==> src/rtl/ram_arb_pkg.sv <==
// Shared constants for the frame-buffer RAM port arbiter and its helpers.
package ram_arb_pkg;

    localparam int unsigned N_REQ    = 3;       // requesters sharing the port
    localparam int unsigned AW       = 17;      // RAM address width
    localparam int unsigned DW       = 24;      // RAM data width (RGB888)
    localparam int unsigned DEPTH    = 120000;  // 400 x 300 frame
    localparam int unsigned LOCK_MAX = 400;     // one image row

    // Requester indices
    localparam int unsigned REQ_PIXEL  = 0;     // pixel capture
    localparam int unsigned REQ_FILTER = 1;     // filter read
    localparam int unsigned REQ_OUTPUT = 2;     // output read

    // Width of an index into n items (never less than one bit)
    function automatic int unsigned idxWidth(input int unsigned n);
        return (n > 1) ? $clog2(n) : 1;
    endfunction

    // Width of a counter that must hold the value maxVal
    function automatic int unsigned cntWidth(input int unsigned maxVal);
        return (maxVal > 0) ? $clog2(maxVal + 1) : 1;
    endfunction

endpackage

==> src/rtl/ram_port_arb_rr_pick.sv <==
// Cyclic priority selector: one-hot grant to the first requester after lastGnt.
module rr_pick #(
    parameter int unsigned N  = 3,
    parameter int unsigned IW = 2
) (
    input  logic [N-1:0]  req,
    input  logic [IW-1:0] lastGnt,
    output logic [N-1:0]  gnt
);

    logic          found;
    logic [IW-1:0] idx;

    // Walk lastGnt+1 .. lastGnt+N (mod N); lastGnt itself is checked last
    always_comb begin
        gnt   = '0;
        found = 1'b0;
        idx   = '0;
        for (int unsigned i = 1; i <= N; i++) begin
            idx = IW'((32'(lastGnt) + i) % N);
            if (!found && req[idx]) begin
                gnt[idx] = 1'b1;
                found    = 1'b1;
            end
        end
    end

endmodule

==> src/rtl/ram_port_arb.sv <==
// Round-robin arbiter with row locking for the single-port frame RAM (ram2).
module ram_port_arb #(
    parameter int unsigned N_REQ    = ram_arb_pkg::N_REQ,
    parameter int unsigned AW       = ram_arb_pkg::AW,
    parameter int unsigned DW       = ram_arb_pkg::DW,
    parameter int unsigned DEPTH    = ram_arb_pkg::DEPTH,
    parameter int unsigned LOCK_MAX = ram_arb_pkg::LOCK_MAX
) (
    input  logic                iCLK,
    input  logic                iRST_N,
    input  logic [N_REQ-1:0]    iREQ,
    input  logic [N_REQ-1:0]    iLOCK,
    input  logic [N_REQ-1:0]    iWE,
    input  logic [N_REQ*AW-1:0] iADDR,
    input  logic [N_REQ*DW-1:0] iWDATA,
    output logic [N_REQ-1:0]    oGNT,
    output logic [N_REQ-1:0]    oRVAL,
    output logic [DW-1:0]       oRDATA,
    output logic [AW-1:0]       oRAM_ADDR,
    output logic [DW-1:0]       oRAM_DATA,
    output logic                oRAM_WREN,
    input  logic [DW-1:0]       iRAM_Q,
    output logic                oERR
);

    import ram_arb_pkg::*;

    localparam int unsigned IW = idxWidth(N_REQ);
    localparam int unsigned CW = cntWidth(LOCK_MAX);

    logic [IW-1:0]    lastGnt;
    logic             gntValid;   // lastGnt refers to a real grant since reset
    logic [CW-1:0]    lockCnt;
    logic [N_REQ-1:0] rdTag;
    logic             rdOob;
    logic             errFlag;
    logic [AW-1:0]    addrHold;
    logic [DW-1:0]    dataHold;

    logic [N_REQ-1:0] pickGnt;
    logic [N_REQ-1:0] gnt;
    logic             gntAny;
    logic [IW-1:0]    gntIdx;
    logic [AW-1:0]    selAddr;
    logic [DW-1:0]    selData;
    logic             selWe;
    logic             inRange;
    logic             lockHold;

    rr_pick #(
        .N  (N_REQ),
        .IW (IW)
    ) uPick (
        .req     (iREQ),
        .lastGnt (lastGnt),
        .gnt     (pickGnt)
    );

    // Owner keeps the port while it locks, still requests and has row budget left
    always_comb begin
        lockHold = gntValid && iREQ[lastGnt] && iLOCK[lastGnt] &&
                   (lockCnt < CW'(LOCK_MAX));
    end

    // Final grant, suppressed entirely while reset is asserted
    always_comb begin
        gnt = '0;
        if (iRST_N) begin
            gnt = lockHold ? (N_REQ'(1) << lastGnt) : pickGnt;
        end
    end

    // Mux the granted requester's fields onto the RAM port; idle keeps last values
    always_comb begin
        gntAny  = |gnt;
        gntIdx  = '0;
        selAddr = addrHold;
        selData = dataHold;
        selWe   = 1'b0;
        for (int unsigned k = 0; k < N_REQ; k++) begin
            if (gnt[k]) begin
                gntIdx  = IW'(k);
                selAddr = iADDR[k*AW +: AW];
                selData = iWDATA[k*DW +: DW];
                selWe   = iWE[k];
            end
        end
        inRange = (32'(selAddr) < DEPTH);
    end

    assign oGNT      = gnt;
    assign oRAM_ADDR = selAddr;
    assign oRAM_DATA = selData;
    assign oRAM_WREN = gntAny && selWe && inRange;
    assign oRVAL     = rdTag;
    assign oRDATA    = ((|rdTag) && !rdOob) ? iRAM_Q : '0;
    assign oERR      = errFlag;

    // Arbitration history, lock counter, read tag pipeline and error flag
    always_ff @(posedge iCLK or negedge iRST_N) begin
        if (!iRST_N) begin
            lastGnt  <= IW'(N_REQ - 1);
            gntValid <= 1'b0;
            lockCnt  <= '0;
            rdTag    <= '0;
            rdOob    <= 1'b0;
            errFlag  <= 1'b0;
            addrHold <= '0;
            dataHold <= '0;
        end else begin
            rdTag <= gnt & ~iWE;
            rdOob <= gntAny && !inRange;
            if (gntAny && !inRange) begin
                errFlag <= 1'b1;
            end
            if (gntAny) begin
                lastGnt  <= gntIdx;
                gntValid <= 1'b1;
                addrHold <= selAddr;
                dataHold <= selData;
                // A new owner starts its count at this transfer; the budget saturates
                if (!iLOCK[gntIdx]) begin
                    lockCnt <= '0;
                end else if (!gntValid || (gntIdx != lastGnt)) begin
                    lockCnt <= CW'(1);
                end else if (lockCnt < CW'(LOCK_MAX)) begin
                    lockCnt <= lockCnt + CW'(1);
                end
            end else if (!iLOCK[lastGnt]) begin
                lockCnt <= '0;
            end
        end
    end

endmodule

==> config.mk <==
export PLATFORM = sky130hd
export DESIGN_NAME = ram_port_arb
export DESIGN_NICKNAME = d
export VERILOG_FILES = /design/src/rtl/ram_arb_pkg.sv /design/src/rtl/ram_port_arb_rr_pick.sv /design/src/rtl/ram_port_arb.sv
export SDC_FILE = /design/constraint.sdc
export NUM_CORES = 1
export LEC_CHECK = 0
export BUFFER_PORTS_ARGS = -buffer_cell sky130_fd_sc_hd__buf_4
export CORE_UTILIZATION = 44
export CTS_CLUSTER_SIZE = 8
export DETAILED_ROUTE_END_ITERATION = 8
export PLACE_DENSITY = 0.84
export SYNTH_ARGS = -nofsm -noshare
export SYNTH_HDL_FRONTEND = slang
export SYNTH_SLANG_ARGS = --single-unit
==> constraint.sdc <==
create_clock -name iCLK -period 4.73 [get_ports iCLK]
set_input_delay 0.473 -clock iCLK [delete_from_list [all_inputs] [get_ports iCLK]]
set_output_delay 0.473 -clock iCLK [all_outputs]
set_load 0.02 [all_outputs]
==> results list <==
- The run finished with clean final reports.
- The number of cells on the worst reg-to-reg path is 13.
* Max frequency: between 0.2 and 0.25 GHz
- The count of final max-slew check failures was 0.
* First-pass DRT Iterations: 5
* Global-route wire length before repair: 20000 µm
* Final period utilization: 95.3%
- Share of async-settable or async-resettable flops after synthesis: 100%
- Kind of end point of the critical path: output port
* Worst stage delay on the critical path: about 580 ps
- VDD sags by at most between 0.0004 and 0.0005 V.
- First-iteration detailed-routing DRC count: about 320
- Grt ovf: 0
- The critical path goes through inv_1 -> ha_2 -> mux2i_1 -> o21ai_0 -> a32o_1 -> or3_4 -> a221oi_1 -> o31ai_1 -> or4_1 -> a21oi_2 -> o21a_1 -> buf_4.
- Synthesis handed over a netlist of 427 instances.
* Core utilization of the finished layout: between 70% and 80%
* Overall via count from detail_route: 4464
- Once the clock tree was built, the setup fixing pass inserted 0 buffers.
* Setup repair after global routing missed its margin: false
- Dividing total power by cell area gives a power density of approximately 770 nW/µm².
- Setup violators final: 0
- Routed Wire Length: around 13000 µm
- Setup total negative slack on the finished layout was measured at 0 ps.
- Hold violation total from the final report: 0
- The routed design could run at a clock period as short as 4510 ps.
- DIE WIDTH: around 96 µm
* Worst-case clock buffer depth: 2
- In this run, synthesis produced a sequential element count of between 50 and 60.
* Most frequent cells in the layout: buf_4, o21ai_0, a22oi_1
* Number of sinks on the clock net: 58
* Largest clock skew in the final design: between 10 and 15 ps
* Ratio of cells with drive above 1 in the final layout: around 44%
* Number of levels in the clock H-tree: 3
- Clock Tree Root: clkbuf_8
- The number of nets handed over by synthesis was 591.
- Antenna cells: 0
* Commonest register cell after synthesis: dfrtp_1
- Clock latency reported for the late side of the worst-skew pair: 340 ps
* Post-synthesis cell type count: 62
- The count of buffers added on input and output ports is 230.
* Overall routing resource usage: 28.8%
- After detailed routing, the average wire length per cell comes to 17.7 µm.
* Critical setup path kind: reg2out
* TritonCTS clock tree: yes
- Number of global-route vias before repair: between 4000 and 5000
- The layout has slightly below 700 filler cells.
- Yosys mapped a number of flops with a built-in enable equal to 0.
- For this run, the number of Yosys warnings is 0.
- Tightest Pin Transition: 937 ps
- Worst hold path class: in2async
- Normalized max-slew margin: about 37%
* Post-Synthesis Mean Instance Area: ~9.0 µm²
- Count of nets left with antenna violations after detail routing: 0
- At the end of the flow, the number of nets in the layout was 812.
- DRC Markers: 0
* Endpoint of the most critical register-to-register path: lockCnt[3]
- Number of clock buffers inserted by TritonCTS: 9
* Most common library cell in the layout ignoring fill and taps: buf_4
* Core box area: between 8000 and 9000 µm²
- In this run the worst path has a maximum fanout of 11.
* Half-perimeter wire length after placement: ~9900 µm
* Endpoint arrival time on the critical path: between 4000 and 5000 ps
- Pin placement for this block handled around 230 I/O pins.
- Entering global routing, the biggest net connects 68 pins.
* Initial Utilization: a little under half
- Data required time at the worst endpoint: about 4300 ps
* Full die area: 9150 µm²
* Per-cell via count in the routed design: slightly below 6
* # rows: 33
- In this run the critical register-to-register path is launched from lastGnt[1].
- Number of maximum-capacitance constraint violations: 0
- The cell area that synthesis handed to floorplanning was about 3900 µm².
- Static leakage: approximately 2.8 nW
- After clock tree synthesis, the clock-pin slew on the worst setup and hold paths is ~70 ps.
- The worst register-to-register path has a setup slack of 660 ps.
* Slowest cell on crit path: dfstp_2
* Area added between synthesis and finish: 52.5%
* Seq/Total Area, Yosys: roughly 38%
- Gp weighted congestion: roughly 0.95
- Startpoint kind of the worst setup timing path: flop
* Initial antenna violation count: 0
* Vertical die dimension: roughly 96 µm
-- registers in the layout, summed over array words and instances (netlist names) --
| name | count |
|---|---|
| dataHold | 24 |
| lockCnt | 9 |
| oRVAL | 3 |
| rdOob | 1 |
| gntValid | 1 |
| lastGnt | 2 |
| addrHold | 17 |
| oERR | 1 |
-- report_power, final --
group	leakage (nW)	switching, mW	internal (mW)
Sequential	0.718	0.0839	0.712
Combinational	1.95	2.00	1.34
Clock	0.0847	0.211	0.204
Total	2.76	2.29	2.26
-- cell families after synthesis --
logic type / Yosys count / synth area share (%)
AO/OA/AOI/OAI: 190 / 35.1
AND/OR/NAND/NOR: 117 / 17.2
flip-flops: 58 / 37.6
buffers and inverters: 44 / 4.90
multiplexers: 11 / 2.95
adder cells (fa/ha/maj): 6 / 1.95
XOR/XNOR: 1 / 0.227
-- per-layer routing --
layer,track usage [%],share of wire (%),up-vias
met5,0,0,-
met4,11.2,2.2,0
met3,4.23,7.2,22
met2,51.1,52,237
met1,34.9,39,2105
li1,-,-,2100
-- final cells by class --
cell class	instances	area, µm²	area share [%]
clock buffer	10	138	2.34
inverter	11	41.3	0.702
clock inverter	6	41.3	0.702
timing repair buffer	242	1820	30.9
tap	105	131	2.23
sequential	58	1450	24.7
multi-input combinational	326	2260	38.4
-- worst max-delay path: cells and delay by family, from the launching register on --
kind | cells | cell delay [ps]
compound gates | 6 | 1170
simple gates | 2 | 990
flops | 1 | 580
fa+ha+maj | 1 | 460
buf+inv | 2 | 250
mux | 1 | 250
-- per-stage QoR --
step	power (mW)	setup slack (ps)	instance area [µm²]	hold slack [ps]	cells
finish	4.55	221	5880	246	758
CTS	4.51	157	5850	260	757
global route	4.87	28.2	5880	285	758
floorplan	2.85	533	3860	177	427
detailed placement	4.07	547	5670	474	741
global placement	4.00	678	5670	456	741
-- what timing repair did --
item | CTS | global route
hold buffers | 0 | 0
gates resized for setup | 0 | 5
endpoints found under the setup margin | 0 | 11
-- Yosys cell counts, types with 6 or more instances --
master,number,area [µm²]
nand2b_1,7,43.8
a22oi_1,62,465
nor2_1,20,75.1
a21oi_1,7,35.0
inv_1,9,33.8
o31ai_1,11,82.6
o21ai_0,66,330
ha_1,6,75.1
nand3_1,11,55.1
nor3_1,10,50.1
mux2i_1,8,80.1
a221oi_1,14,123
dfrtp_1,57,1430
and2_1,25,156
and3_1,9,56.3
clkbuf_1,24,90.1
nand2_1,13,48.8
-- worst max-delay path by stage --
stage                          start      endpoint  slack (ps)
after global routing      lastGnt[1]     oRAM_WREN          30
after CTS                 lastGnt[1]  oRAM_ADDR[5]         160
after global placement    lastGnt[1]     oRAM_WREN         680
final                     lastGnt[1]     oRAM_WREN         220
after floorplan           lastGnt[1]     oRAM_WREN         530
after detailed placement  lastGnt[1]  oRAM_ADDR[5]         550
(Power assumes the default switching activity.)
